`config.mk`:
```
export PLATFORM = sky130hd
export DESIGN_NAME = spi_receive_con
export DESIGN_NICKNAME = d
export VERILOG_FILES = /design/src/rtl/spi_receive_con.sv
export SDC_FILE = /design/constraint.sdc
export NUM_CORES = 1
export LEC_CHECK = 0
export ABC_CLOCK_PERIOD_IN_PS = 2640
export CORE_UTILIZATION = 45
export CTS_BUF_LIST = sky130_fd_sc_hd__clkbuf_4 sky130_fd_sc_hd__clkbuf_8 sky130_fd_sc_hd__clkbuf_16
export DETAILED_ROUTE_END_ITERATION = 12
export GPL_TIMING_DRIVEN = 0
export PLACE_DENSITY_LB_ADDON = 0.3
export SLEW_MARGIN = 20
export SYNTH_ARGS = -nofsm -noshare
export SYNTH_HDL_FRONTEND = slang
export SYNTH_SLANG_ARGS = --single-unit
export TNS_END_PERCENT = 20
```
`constraint.sdc`:
```
create_clock -name clk_in -period 2.64 [get_ports clk_in]
set_clock_uncertainty 0.15 [all_clocks]
set_input_delay 0.528 -clock clk_in [delete_from_list [all_inputs] [get_ports clk_in]]
set_output_delay 0.528 -clock clk_in [all_outputs]
set_load 0.005 [all_outputs]
```
`src/rtl/spi_receive_con.sv`:
```
// Quad-line SPI pixel receiver: synchronises CS/DCLK/data, assembles MSB-first words, tags raster position.
// Optional macro FINAL_PIXEL_RESYNC_EN: the sideband final-pixel flag realigns the raster counters.
module spi_receive_con #(
    parameter int DATA_WIDTH  = 8,
    parameter int LINES       = 4,
    parameter int H_PIXELS    = 640,
    parameter int V_PIXELS    = 360,
    parameter int SYNC_STAGES = 2,
    parameter int ADDR_WIDTH  = $clog2(H_PIXELS * V_PIXELS)
) (
    input  logic                  clk_in,
    input  logic                  rst_in,
    input  logic [LINES-1:0]      chip_data_in,
    input  logic                  chip_clk_in,
    input  logic                  chip_sel_in,
    input  logic                  final_pixel_in,
    output logic [DATA_WIDTH-1:0] data_out,
    output logic                  data_valid_out,
    output logic [9:0]            hcount_out,
    output logic [8:0]            vcount_out,
    output logic [ADDR_WIDTH-1:0] addr_out,
    output logic                  frame_done_out,
    output logic                  error_out,
    output logic                  busy_out
);

    localparam int BEATS = DATA_WIDTH / LINES;
    localparam int BCW   = $clog2(BEATS + 2);

    localparam logic [BCW-1:0]        BEAT_LAST_IDX = BCW'(BEATS - 1);
    localparam logic [BCW-1:0]        BEAT_FULL     = BCW'(BEATS);
    localparam logic [BCW-1:0]        BEAT_MAX      = BCW'(BEATS + 1);
    localparam logic [9:0]            H_LAST        = 10'(H_PIXELS - 1);
    localparam logic [8:0]            V_LAST        = 9'(V_PIXELS - 1);

    typedef enum logic [1:0] {
        IDLE   = 2'd0,
        RECV   = 2'd1,
        FINISH = 2'd2
    } state_t;

    state_t state;
    state_t state_next;

    logic [SYNC_STAGES-1:0]            cs_sync;
    logic [SYNC_STAGES-1:0]            dclk_sync;
    logic [SYNC_STAGES-1:0]            fin_sync;
    logic [SYNC_STAGES-1:0][LINES-1:0] data_sync;
    logic                              cs_prev;
    logic                              dclk_prev;

    logic                  cs_s;
    logic                  dclk_s;
    logic                  fin_s;
    logic [LINES-1:0]      data_s;
    logic                  dclk_rise;
    logic                  cs_fall;
    logic                  cs_rise;

    logic [DATA_WIDTH-1:0] shreg;
    logic [BCW-1:0]        beat_cnt;
    logic                  fin_latched;

    logic [9:0]            hcount;
    logic [8:0]            vcount;
    logic [ADDR_WIDTH-1:0] addr;

    logic                  word_ok;
    logic                  word_bad;
    logic                  at_last;

    // All four inputs share the same depth so a data beat stays aligned with its DCLK edge.
    always_ff @(posedge clk_in or negedge rst_in) begin
        if (!rst_in) begin
            cs_sync   <= '1;
            dclk_sync <= '0;
            fin_sync  <= '0;
            data_sync <= '0;
            cs_prev   <= 1'b1;
            dclk_prev <= 1'b0;
        end else begin
            cs_sync   <= {cs_sync[SYNC_STAGES-2:0], chip_sel_in};
            dclk_sync <= {dclk_sync[SYNC_STAGES-2:0], chip_clk_in};
            fin_sync  <= {fin_sync[SYNC_STAGES-2:0], final_pixel_in};
            data_sync <= {data_sync[SYNC_STAGES-2:0], chip_data_in};
            cs_prev   <= cs_sync[SYNC_STAGES-1];
            dclk_prev <= dclk_sync[SYNC_STAGES-1];
        end
    end

    assign cs_s      = cs_sync[SYNC_STAGES-1];
    assign dclk_s    = dclk_sync[SYNC_STAGES-1];
    assign fin_s     = fin_sync[SYNC_STAGES-1];
    assign data_s    = data_sync[SYNC_STAGES-1];
    assign dclk_rise = dclk_s & ~dclk_prev;
    assign cs_fall   = ~cs_s & cs_prev;
    assign cs_rise   = cs_s & ~cs_prev;

    always_ff @(posedge clk_in or negedge rst_in) begin
        if (!rst_in) begin
            state <= IDLE;
        end else begin
            state <= state_next;
        end
    end

    always_comb begin
        state_next = state;
        word_ok    = 1'b0;
        word_bad   = 1'b0;
        case (state)
            IDLE: begin
                if (cs_fall) begin
                    state_next = RECV;
                end
            end
            RECV: begin
                if (cs_rise) begin
                    state_next = FINISH;
                end
            end
            FINISH: begin
                word_ok    = (beat_cnt == BEAT_FULL);
                word_bad   = (beat_cnt != BEAT_FULL);
                state_next = IDLE;
            end
            default: begin
                state_next = IDLE;
            end
        endcase
    end

    assign busy_out = (state != IDLE);
    assign at_last  = (hcount == H_LAST) && (vcount == V_LAST);

    // Beat counter saturates one past a full word so overruns stay distinguishable.
    always_ff @(posedge clk_in or negedge rst_in) begin
        if (!rst_in) begin
            shreg       <= '0;
            beat_cnt    <= '0;
            fin_latched <= 1'b0;
        end else if (state == IDLE && cs_fall) begin
            shreg       <= '0;
            beat_cnt    <= '0;
            fin_latched <= 1'b0;
        end else if (state == RECV && dclk_rise) begin
            shreg <= {shreg[DATA_WIDTH-LINES-1:0], data_s};
            if (beat_cnt != BEAT_MAX) begin
                beat_cnt <= beat_cnt + 1'b1;
            end
            if (beat_cnt == BEAT_LAST_IDX) begin
                fin_latched <= fin_s;
            end
        end
    end

    always_ff @(posedge clk_in or negedge rst_in) begin
        if (!rst_in) begin
            data_out       <= '0;
            data_valid_out <= 1'b0;
            hcount_out     <= '0;
            vcount_out     <= '0;
            addr_out       <= '0;
            frame_done_out <= 1'b0;
            error_out      <= 1'b0;
            hcount         <= '0;
            vcount         <= '0;
            addr           <= '0;
        end else begin
            data_valid_out <= 1'b0;
            frame_done_out <= 1'b0;
            error_out      <= 1'b0;
            if (word_ok) begin
                data_out       <= shreg;
                hcount_out     <= hcount;
                vcount_out     <= vcount;
                addr_out       <= addr;
                data_valid_out <= 1'b1;
`ifdef FINAL_PIXEL_RESYNC_EN
                if (fin_latched) begin
                    hcount         <= '0;
                    vcount         <= '0;
                    addr           <= '0;
                    frame_done_out <= 1'b1;
                    error_out      <= ~at_last;
                end else
`endif
                if (at_last) begin
                    hcount         <= '0;
                    vcount         <= '0;
                    addr           <= '0;
                    frame_done_out <= 1'b1;
                end else if (hcount == H_LAST) begin
                    hcount <= '0;
                    vcount <= vcount + 1'b1;
                    addr   <= addr + 1'b1;
                end else begin
                    hcount <= hcount + 1'b1;
                    addr   <= addr + 1'b1;
                end
            end else if (word_bad) begin
                error_out <= 1'b1;
            end
        end
    end

`ifndef FINAL_PIXEL_RESYNC_EN
    logic unused_fin;
    assign unused_fin = fin_latched;
`endif

endmodule

```
# [Word level (Yosys, flattened, before mapping)]
# Cells that the tools add are included.
[totals] regBits=111 inputBits=9 output_inout_bits=49 wordCells=69
[op_classes] n_addsub=4 n_eq_ne=9 mux=20 n_bitwise=6 n_reduce_logical=11
[op_table] operator="$mux 10" count=2
[op_table] operator="$add 18x1->18 const B" count=1
[op_table] operator="$mux 18" count=1
[op_table] operator="$mux 9" count=2
[op_table] operator="$mux 8" count=2
[op_table] operator="$add 10x1->10 const B" count=1
[op_table] operator="$eq 10x10->1 const B" count=1
[op_table] operator="$mux 2" count=5
[op_table] operator="$add 9x1->9 const B" count=1
[op_table] operator="$eq 9x9->1 const B" count=1
[op_table] operator="$ne 2x2->1 const B" count=4
[op_table] operator="$reduce_bool 2->1" count=4
[op_table] operator="$mux 1" count=7
[op_table] operator="$reduce_and 2->1" count=3
[op_table] operator="$eq 2x2->1 const B" count=2
[op_table] operator="$pmux 2 s2" count=1
[op_table] operator="$and 1x1->1" count=3
[op_table] operator="$logic_and 1x1->1" count=3
[op_table] operator="$not 1->1" count=3
[op_table] operator="$add 2x1->2 const B" count=1
[op_table] operator="$eq 2x1->1 const B" count=1
[op_table] operator="$logic_not 2->1" count=1

# [Depth between registers and ports, before layout]
# Gate-level depths: netlist of the first run.
[logic_depth] ltp_word=5 ltp_mapped=9 mapped_depth_nobuf=7

# [Worst setup path before layout of the first run]
# OpenSTA, ideal clock, no wires.
[synth_timing] kind="register to register" startpoint="register beat_cnt[0]" endpoint="register vcount[8]" setup_time_ns=0.094 t_arrival_ns=1.714 required_ns=2.396 setup_slack_ns=0.682 stages_incl_launch_ff=9 n_path_buf=1 synth_period_minus_slack_ns=1.958 path_cell_list="dfrtp_1 > inv_1 > ha_1 > nand3b_1 > buf_4 > clkinv_4 > nand4_4 > o41a_1 > a211oi_1"
[synth_between] elab_chain_len=3
[synth_rtl] element="start: declaration" line_no="61" text="logic [BCW-1:0] beat_cnt;"
[synth_rtl] element="start signal: assignment" line_no="149" text="beat_cnt <= beat_cnt + 1'b1;"
[synth_rtl] element="$eq 2x2->1" line_no="123" text="word_ok = (beat_cnt == BEAT_FULL);"
[synth_rtl] element="$mux 1" line_no="111" text="case (state)"
[synth_rtl] element="$reduce_and 2->1 (no source line)"
[synth_rtl] element="end signal: assignment" line_no="195" text="vcount <= vcount + 1'b1;"
[synth_rtl] element="end: declaration" line_no="65" text="logic [8:0] vcount;"
# Every way passes these cells.
# A chain may end at the register's enable or synchronous reset.

# [Worst setup path after layout of the first run]
[layout_timing] startpoint="register state[1]" endpoint="output port busy_out"
[layout_between] elab_chain_len=1
[layout_rtl] element="start: declaration" line_no="42" text="state_t state;"
[layout_rtl] element="start signal: assignment" line_no="103" text="state <= state_next;"
[layout_rtl] element="$reduce_bool 2->1" line_no="133" text="assign busy_out = (state != IDLE);"
[layout_rtl] element="end: declaration" line_no="24" text="output logic busy_out"
# Every way passes these cells.

==> results.json, run 1 <==
{
  "final-setup-viol-count": 0,
  "cts_num_sinks": 111,
  "nets": 523,
  "max-cap-violations": 0,
  "cp_data_arrival_time_ns": 1.65,
  "r2r-end": "addr[7]$_DFFE_PN0P_",
  "placed_area_um2": 5310,
  "dp_hpwl_um": 6100,
  "syn2layout_area_growth_pct": 21.4,
  "setup.worst_path.end_class": "output port",
  "cts_max_level": 3,
  "io-pin-count": 58,
  "numCtsBuffers": 9,
  "fin_util_pct": 56.6,
  "status": "finished clean",
  "initial_core_util_pct": 46.6,
  "synth_top_area_cell": "dfrtp_1",
  "cellLeakagePower_nw": 2.65,
  "cp_max_fo": 8,
  "grt_pass1_vias": 3350,
  "r2r_slack_ns": 0.42,
  "synth_ff_type": "dfrtp_1",
  "avgSynthCellArea_um2": 10.3,
  "final.setup.worst_slack_ns": 0.314,
  "start_kind": "flip-flop",
  "period_share_pct": 88.1,
  "hold_violations": 0,
  "groute.usage.overall_pct": 18.9,
  "synth_enable_flop_cells": 0,
  "synth_area_um2": 4550,
  "holdCritPathClass": "reg2reg",
  "register_area_um2": 2780,
  "r2r_cells": 7,
  "rsz0062_at_grt": "false",
  "drive_above_1_share_pct": 7.20,
  "wl_per_cell_um": 13.7,
  "cts-root-to-sink-buffers": 2,
  "vdd_ir_drop_max_uv": 368,
  "yosysWarnings": 0,
  "ys_seq_elements": 111,
  "dpl.cell_count": 630,
  "clk_pin_slew_ns": 0.10,
  "seq_area_frac_synth_pct": 61.1,
  "dp_slack_ns": 0.443,
  "worstMarginPinSlew_ns": 0.517,
  "hp-start": "data_sync[2]$_DFF_PN0_",
  "coreArea_um2": 9770,
  "cts_setup_buffers": 0,
  "hold_depth": 0,
  "ctsHoldBuffers": 1,
  "final_cell_area_um2": 5530,
  "fin_cells": 647,
  "num-fill-cells": 874,
  "die_x_um": 103,
  "syn-num-nets": 454,
  "synth_top_area_share_pct": 59.4,
  "antenna_found_initial": 0,
  "port_buffers": 56,
  "grt_max_degree": 85,
  "ctsResizeCount": 0,
  "rows": 36,
  "period_needed_ns": 2.33,
  "synth_area_leaders": "dfrtp_1, nand2_1, xnor2_1",
  "cp.required_ns": 1.96,
  "antennaDiodeCount": 0,
  "max-slew-margin-rel_pct": 65.4,
  "die-area_um2": 10500,
  "clk_latency_ns": 0.36,
  "cts_tree": "built",
  "wl_um": 8860,
  "power_mw": 3.19,
  "multi_input_area_um2": 1650,
  "clock-root-buffer": "clkbuf_8",
  "first_iter_violations": 109,
  "grt_pass1_wl_um": 15600,
  "via_per_inst": 5.16,
  "place.gp.congestion": 0.851,
  "path_class": "reg2out",
  "drc_errors": 0,
  "drt_pre_antenna_iters": 4,
  "r2r-start": "vcount[0]$_DFFE_PN0P_",
  "grt.overflow.total": 0,
  "vias": 3336,
  "hold_end": "data_s[2]$_DFF_PN0_",
  "max_freq_mhz": 430,
  "power_density_nw_per_um2": 577,
  "syn_inst": 440,
  "ant_nets": 0,
  "dieHeight_um": 103,
  "slew_violations": 0,
  "synth_cell_types": 46,
  "synthArstFlopShare_pct": 100
}
==> final cells by class <==
type / count / share of cell area [%]
Inverter: 8 / 0.634
Clock buffer: 11 / 2.63
Clock inverter: 5 / 1.18
Buffer: 20 / 1.63
Tap cell: 133 / 3.01
Sequential cell: 111 / 50.3
Timing Repair Buffer: 58 / 10.8
Multi-Input combinational cell: 301 / 29.8
==> cells in the mapped netlist, types with 3 or more instances <==
cell      instances
clkbuf_1         11
xor2_1            6
mux2i_1           3
ha_1              5
o31ai_1           6
nor3_1            4
a22o_1            8
o21ai_0          13
and4_1            4
inv_1             7
nor4_1            4
nand4_1          11
dfrtp_1         108
or4_1             6
nand3_1          14
dfstp_2           3
xnor2_1          15
nor2_1           17
nand2_1         150
and3_1            3
buf_2             6
a21oi_1           8
==> report_power, final <==
group          total (mW)  internal (mW)  switching, mW
clock                1.05          0.484          0.561
sequential           1.87           1.79         0.0777
combinational       0.273          0.134          0.139
==> per-layer routing <==
layer / global-route usage, % / share of wire [%] / vias up
met3: 3.73 / 4.3 / 15
met4: 7.14 / 1.9 / 0
met1: 25.9 / 47 / 1628
met5: 0 / 0 / -
met2: 29.9 / 47 / 72
li1: - / - / 1621
==> critical path, stage by stage, from the launching register on <==
cell	delay [ns]
dfrtp_1	0.50
or2_2	0.35
clkdlybuf4s50_1	0.44
==> how the worst max path moves through the flow <==
stage	from	end	slack (ns)	cells past startpoint
floorplan	beat_cnt[0]$_DFFE_PN0P_	vcount[8]$_DFFE_PN0P_	0.68	8
global placement	rst_in	data_sync[1]$_DFF_PN0_	-3.27	1
detailed placement	vcount[0]$_DFFE_PN0P_	addr[12]$_DFFE_PN0P_	0.44	7
CTS	state[1]$_DFFE_PN0P_	busy_out	0.29	2
global route	state[1]$_DFFE_PN0P_	busy_out	0.21	2
finish	state[1]$_DFFE_PN0P_	busy_out	0.31	2
==> logic make-up (layout without fill, tap and decap cells) <==
group | after synthesis | count (layout) | synth area share [%]
compound gates | 40 | 40 | 5.72
xor+xnor | 21 | 21 | 4.04
fa+ha+maj | 5 | 5 | 1.37
buf+inv | 28 | 102 | 2.75
flops | 111 | 111 | 61.1
mux | 3 | 3 | 0.660
simple gates | 232 | 232 | 24.4
==> placed cells by master, fill, tap and decap left out, types with 4 or more instances in the layout <==
master / synthesis / layout
a21oi_1: 8 / 8
a22o_1: 8 / 8
and4_1: 4 / 4
buf_2: 6 / 6
clkbuf_1: 11 / 11
clkbuf_8: 0 / 10
clkdlybuf4s50_1: 0 / 55
dfrtp_1: 108 / 108
ha_1: 5 / 5
inv_1: 7 / 7
nand2_1: 150 / 150
nand3_1: 14 / 14
nand4_1: 11 / 11
nor2_1: 17 / 17
nor3_1: 4 / 4
nor4_1: 4 / 4
o21ai_0: 13 / 13
o31ai_1: 6 / 6
or4_1: 6 / 6
xnor2_1: 15 / 15
xor2_1: 6 / 6
==> per-stage QoR <==
step / TNS (ns) / hold slack, ns
after detailed placement: 0 / 0.186
after CTS: 0 / 0.210
after global routing: 0 / 0.220
after floorplan: 0 / 0.0824
final: 0 / 0.208
after global placement: -358.52 / 0.181
==> registers in the layout, summed over array words and instances (netlist names), 4 cells and up <==
name / cells
data_sync: 4
vcount_out: 9
hcount_out: 10
data_s: 4
vcount: 9
shreg: 8
addr_out: 18
data_out: 8
hcount: 10
addr: 18
Power figures use the tool's default switching activity.
==> inputs of run 2 (changes only) <==
PLACE_DENSITY = 0.67   (was default)
PLACE_DENSITY_LB_ADDON = default   (was 0.3)
==> run 2 against run 1 <==
Against the previous run:
- total power increased by 1.4%
- non-clock buffer count unchanged
- combinational power decreased by 1%
- via count decreased by 1.9%
- worst hold slack got worse by 0.0036 ns
- register-to-register slack improved by 0.03 ns
- cell area increased by 0.11%
- die area unchanged
- cell count unchanged
- clock power increased by 4%
- largest cell class unchanged
- largest power group unchanged
==> results.json, run 2 (synthesis results as in run 1) <==
{
  "status": "finished clean",
  "clk_latency_ns": 0.36,
  "dieHeight_um": 103,
  "r2r_slack_ns": 0.45,
  "io-pin-count": 58,
  "period_share_pct": 88.8,
  "ant_nets": 0,
  "numCtsBuffers": 9,
  "grt_pass1_wl_um": 14900,
  "antenna_found_initial": 0,
  "holdCritPathClass": "reg2reg",
  "final_cell_area_um2": 5540,
  "via_per_inst": 5.06,
  "drive_above_1_share_pct": 7.20,
  "clock-root-buffer": "clkbuf_8",
  "dr.max_layer_used": "met4",
  "layout_common_cells": "nand2_1, dfrtp_1, clkdlybuf4s50_1, nor2_1, xnor2_1",
  "first_iter_violations": 152,
  "wl_um": 8860,
  "vias": 3271,
  "clk_pin_slew_ns": 0.10,
  "crit_slowest_cell": "dfrtp_1",
  "initial_core_util_pct": 46.6,
  "setup.worst_path.end_class": "output port",
  "port_buffers": 56,
  "nets": 523,
  "wl_met2_um": 4140,
  "hold_ws_ns": 0.204,
  "max-cap-violations": 0,
  "rows": 36,
  "die-area_um2": 10500,
  "coreArea_um2": 9770,
  "drt_pre_antenna_iters": 4,
  "drc_errors": 0,
  "grt_max_degree": 66,
  "power_mw": 3.23,
  "crit_chain": "or2_2, clkdlybuf4s50_1",
  "final-setup-viol-count": 0,
  "cp_max_fo": 8,
  "final_common_cell": "nand2_1",
  "vdd_ir_drop_max_uv": 347,
  "cts_setup_buffers": 0,
  "reg.largest.list": "addr (18), addr_out (18)",
  "cellLeakagePower_nw": 2.66,
  "worstMarginPinSlew_ns": 0.527,
  "syn2layout_area_growth_pct": 21.6,
  "antennaDiodeCount": 0,
  "start_kind": "flip-flop",
  "dp_hpwl_um": 6070,
  "wl_met1_um": 4240,
  "cts_num_sinks": 111,
  "slowest_delay_ns": 0.50,
  "wl_per_cell_um": 13.7,
  "fin_util_pct": 56.6,
  "groute.usage.overall_pct": 18.4,
  "path_class": "reg2out",
  "cts-root-to-sink-buffers": 2,
  "slew_violations": 0,
  "max-slew-margin-rel_pct": 64.6,
  "cp_data_arrival_time_ns": 1.67,
  "rsz0062_at_grt": "false",
  "wl_met3_um": 324,
  "placed_area_um2": 5310,
  "cp.required_ns": 1.96,
  "cts_tree": "built",
  "period_needed_ns": 2.34,
  "hold_violations": 0,
  "cts_max_level": 3,
  "place.gp.congestion": 0.854,
  "die_x_um": 103,
  "max_freq_mhz": 427,
  "grt_pass1_vias": 3148,
  "grt.overflow.total": 0,
  "power_density_nw_per_um2": 584
}
run 2: cell types whose count changed in the layout (fill, tap and decap cells not counted):
cell | before | now
inv_8 | 1 | 0
clkinv_2 | 0 | 2
clkbuf_8 | 10 | 9
bufinv_16 | 1 | 2
clkinv_4 | 2 | 1
run 2: worst paths after layout:
kind,startpoint,endpoint,cells past startpoint
max,state[1]$_DFFE_PN0P_,busy_out,2
min,dclk_sync[0]$_DFF_PN0_,dclk_sync[1]$_DFF_PN0_,0
max reg2reg,vcount[0]$_DFFE_PN0P_,addr[7]$_DFFE_PN0P_,7
min reg2reg,dclk_sync[0]$_DFF_PN0_,dclk_sync[1]$_DFF_PN0_,0
max in group asynchronous,rst_in,cs_sync[1]$_DFF_PN1_,3
min in group asynchronous,rst_in,hcount_out[1]$_DFFE_PN0P_,2
run 2: power breakdown:
group | switching (mW) | internal (mW)
combinational | 0.135 | 0.134
clock | 0.551 | 0.542
sequential | 0.0771 | 1.79
run 2: layout make-up:
cell class / instances / area (um2)
timing repair buffer: 58 / 599
multi-input combinational: 301 / 1650
clock inverter: 6 / 85.1
buffer: 20 / 90.1
tap: 133 / 166
inverter: 8 / 35.0
sequential: 111 / 2780
fill: 882 / 4240
clock buffer: 10 / 131
run 2: worst max-delay path, delay by kind of cell, from the launching register on:
family / cells / cell delay (ns)
DFF: 1 / 0.50
buffers and inverters: 1 / 0.45
and+or+nand+nor: 1 / 0.36
run 2: metal layers:
metal / track usage, % / up-vias
li1: - / 1610
met1: 26.6 / 1577
met4: 8.13 / 0
met3: 3.25 / 15
met2: 27.3 / 69
met5: 0 / -
run 2: what timing repair did:
item / 4_1_cts / 5_1_grt
endpoints found under the hold margin: 46 / 0
resized for setup: 0 / 0
hold buffers: 1 / 0
run 2: stage by stage:
stage / setup slack, ns / setup TNS [ns] / cells
global route: 0.198 / 0 / 647
finish: 0.296 / 0 / 647
CTS: 0.269 / 0 / 647
floorplan: 0.682 / 0 / 440
detailed placement: 0.454 / 0 / 630
global placement: -3.25 / -355.65 / 629
==> inputs of run 3 (changes only) <==
CTS_BUF_LIST = sky130_fd_sc_hd__clkbuf_4   (was sky130_fd_sc_hd__clkbuf_4 sky130_fd_sc_hd__clkbuf_8 sky130_fd_sc_hd__clkbuf_16)
CTS_CLUSTER_DIAMETER = 60   (was default)
SKIP_CTS_REPAIR_TIMING = 1   (was default)
==> run 3 against run 2 <==
Against the previous run:
- wire length down 0.91%
- via count fell by 0.40%
- highest routed layer unchanged
- total power fell by 5.2%
- largest power group unchanged
- clock power fell by 15%
- critical path type unchanged
- largest cell class unchanged
==> results.json, run 3 (synthesis results as in run 1) <==
{
  "status": "finished clean",
  "nets": 523,
  "vdd_ir_drop_max_uv": 326,
  "drc_errors": 0,
  "max-cap-violations": 0,
  "antenna_found_initial": 0,
  "power_density_nw_per_um2": 560,
  "cts_tree": "built",
  "dpl.cell_count": 630,
  "rows": 36,
  "syn2layout_area_growth_pct": 20.3,
  "worstMarginPinSlew_ns": 0.520,
  "io-pin-count": 58,
  "final_common_cell": "nand2_1",
  "setup.worst_path.end_class": "output port",
  "coreArea_um2": 9770,
  "period_share_pct": 92.5,
  "clk_pin_slew_ns": 0.15,
  "start_kind": "flip-flop",
  "layout_common_cells": "nand2_1, dfrtp_1, clkdlybuf4s50_1, nor2_1, xnor2_1",
  "clk_latency_ns": 0.45,
  "die-area_um2": 10500,
  "cp_data_arrival_time_ns": 1.76,
  "die_x_um": 103,
  "via_per_inst": 5.04,
  "antennaDiodeCount": 0,
  "place.gp.congestion": 0.854,
  "clock-root-buffer": "clkbuf_4",
  "wl_um": 8780,
  "drive_above_1_share_pct": 7.20,
  "dp_hpwl_um": 6070,
  "max-slew-margin-rel_pct": 65.0,
  "grt_pass1_wl_um": 14900,
  "register_area_um2": 2780,
  "drt_pre_antenna_iters": 4,
  "grt_pass1_vias": 3125,
  "crit_chain": "or2_2, clkdlybuf4s50_1",
  "cts-root-to-sink-buffers": 2,
  "fin_cells": 647,
  "hold_ws_ns": 0.213,
  "max_freq_mhz": 409,
  "numCtsBuffers": 9,
  "holdCritPathClass": "reg2reg",
  "ant_nets": 0,
  "wl_per_cell_um": 13.6,
  "final-setup-viol-count": 0,
  "hold_violations": 0,
  "port_buffers": 56,
  "final_cell_area_um2": 5480,
  "groute.usage.overall_pct": 18.4,
  "period_needed_ns": 2.44,
  "cp.required_ns": 1.96,
  "power_mw": 3.07,
  "cp_max_fo": 8,
  "cts_max_level": 3,
  "cts_num_sinks": 111,
  "rsz0062_at_grt": "false",
  "first_iter_violations": 173,
  "crit_slowest_cell": "dfrtp_1",
  "slowest_delay_ns": 0.51,
  "cellLeakagePower_nw": 2.63,
  "initial_core_util_pct": 46.6,
  "vias": 3258,
  "path_class": "reg2out",
  "reg.largest.list": "addr (18), addr_out (18)",
  "dieHeight_um": 103,
  "multi_input_area_um2": 1650,
  "num-fill-cells": 879,
  "grt_max_degree": 66,
  "placed_area_um2": 5310,
  "grt.overflow.total": 0,
  "slew_violations": 0
}
run 3: cell counts in the layout (fill, tap and decap cells not counted):
Identical to the previous run, type by type.
run 3: critical path: cells and delay by family (launching register included):
family | cells | cell delay (ns)
buffers and inverters | 1 | 0.45
DFF | 1 | 0.51
and+or+nand+nor | 1 | 0.36
run 3: power by group:
part           total (mW)  switching, mW  leakage [nW]  internal, mW
sequential           1.87         0.0771          1.50          1.80
clock               0.925          0.533        0.0824         0.392
combinational       0.269          0.135          1.05         0.134
run 3: through the flow:
stage	worst slack [ns]	util (%)	setup TNS [ns]
floorplan	0.682	-	0
global placement	-3.25	54.0	-355.65
detailed placement	0.454	54.3	0
CTS	0.155	56.0	0
global route	0.0681	56.1	0
finish	0.198	56.1	0
run 3: worst paths after layout:
path | start | to | slack, ns | cells after the start
setup / recovery | state[1]$_DFFE_PN0P_ | busy_out | 0.20 | 2
hold / removal | dclk_sync[0]$_DFF_PN0_ | dclk_sync[1]$_DFF_PN0_ | 0.21 | 0
setup reg to reg | vcount[0]$_DFFE_PN0P_ | addr[11]$_DFFE_PN0P_ | 0.44 | 7
hold reg to reg | dclk_sync[0]$_DFF_PN0_ | dclk_sync[1]$_DFF_PN0_ | 0.21 | 0
max in group asynchronous | rst_in | cs_sync[1]$_DFF_PN1_ | 1.22 | 3
min in group asynchronous | rst_in | hcount_out[1]$_DFFE_PN0P_ | 0.41 | 2
run 3: metal layers:
| metal | routed length, um | up-vias | GRT usage, % |
|---|---|---|---|
| met3 | 277 | 16 | 3.53 |
| met1 | 4370 | 1572 | 26.8 |
| met4 | 167 | 0 | 8.46 |
| li1 | - | 1612 | - |
| met2 | 3970 | 58 | 26.8 |
| met5 | 0 | - | 0 |
run 3: area by class of cell:
| type | instances | share of cell area (%) |
|---|---|---|
| buffer | 20 | 1.64 |
| clock buffer | 10 | 1.37 |
| clock inverter | 6 | 1.55 |
| inverter | 8 | 0.639 |
| multi-input combinational | 301 | 30.1 |
| sequential | 111 | 50.8 |
| tap | 133 | 3.04 |
| timing repair buffer | 58 | 10.9 |
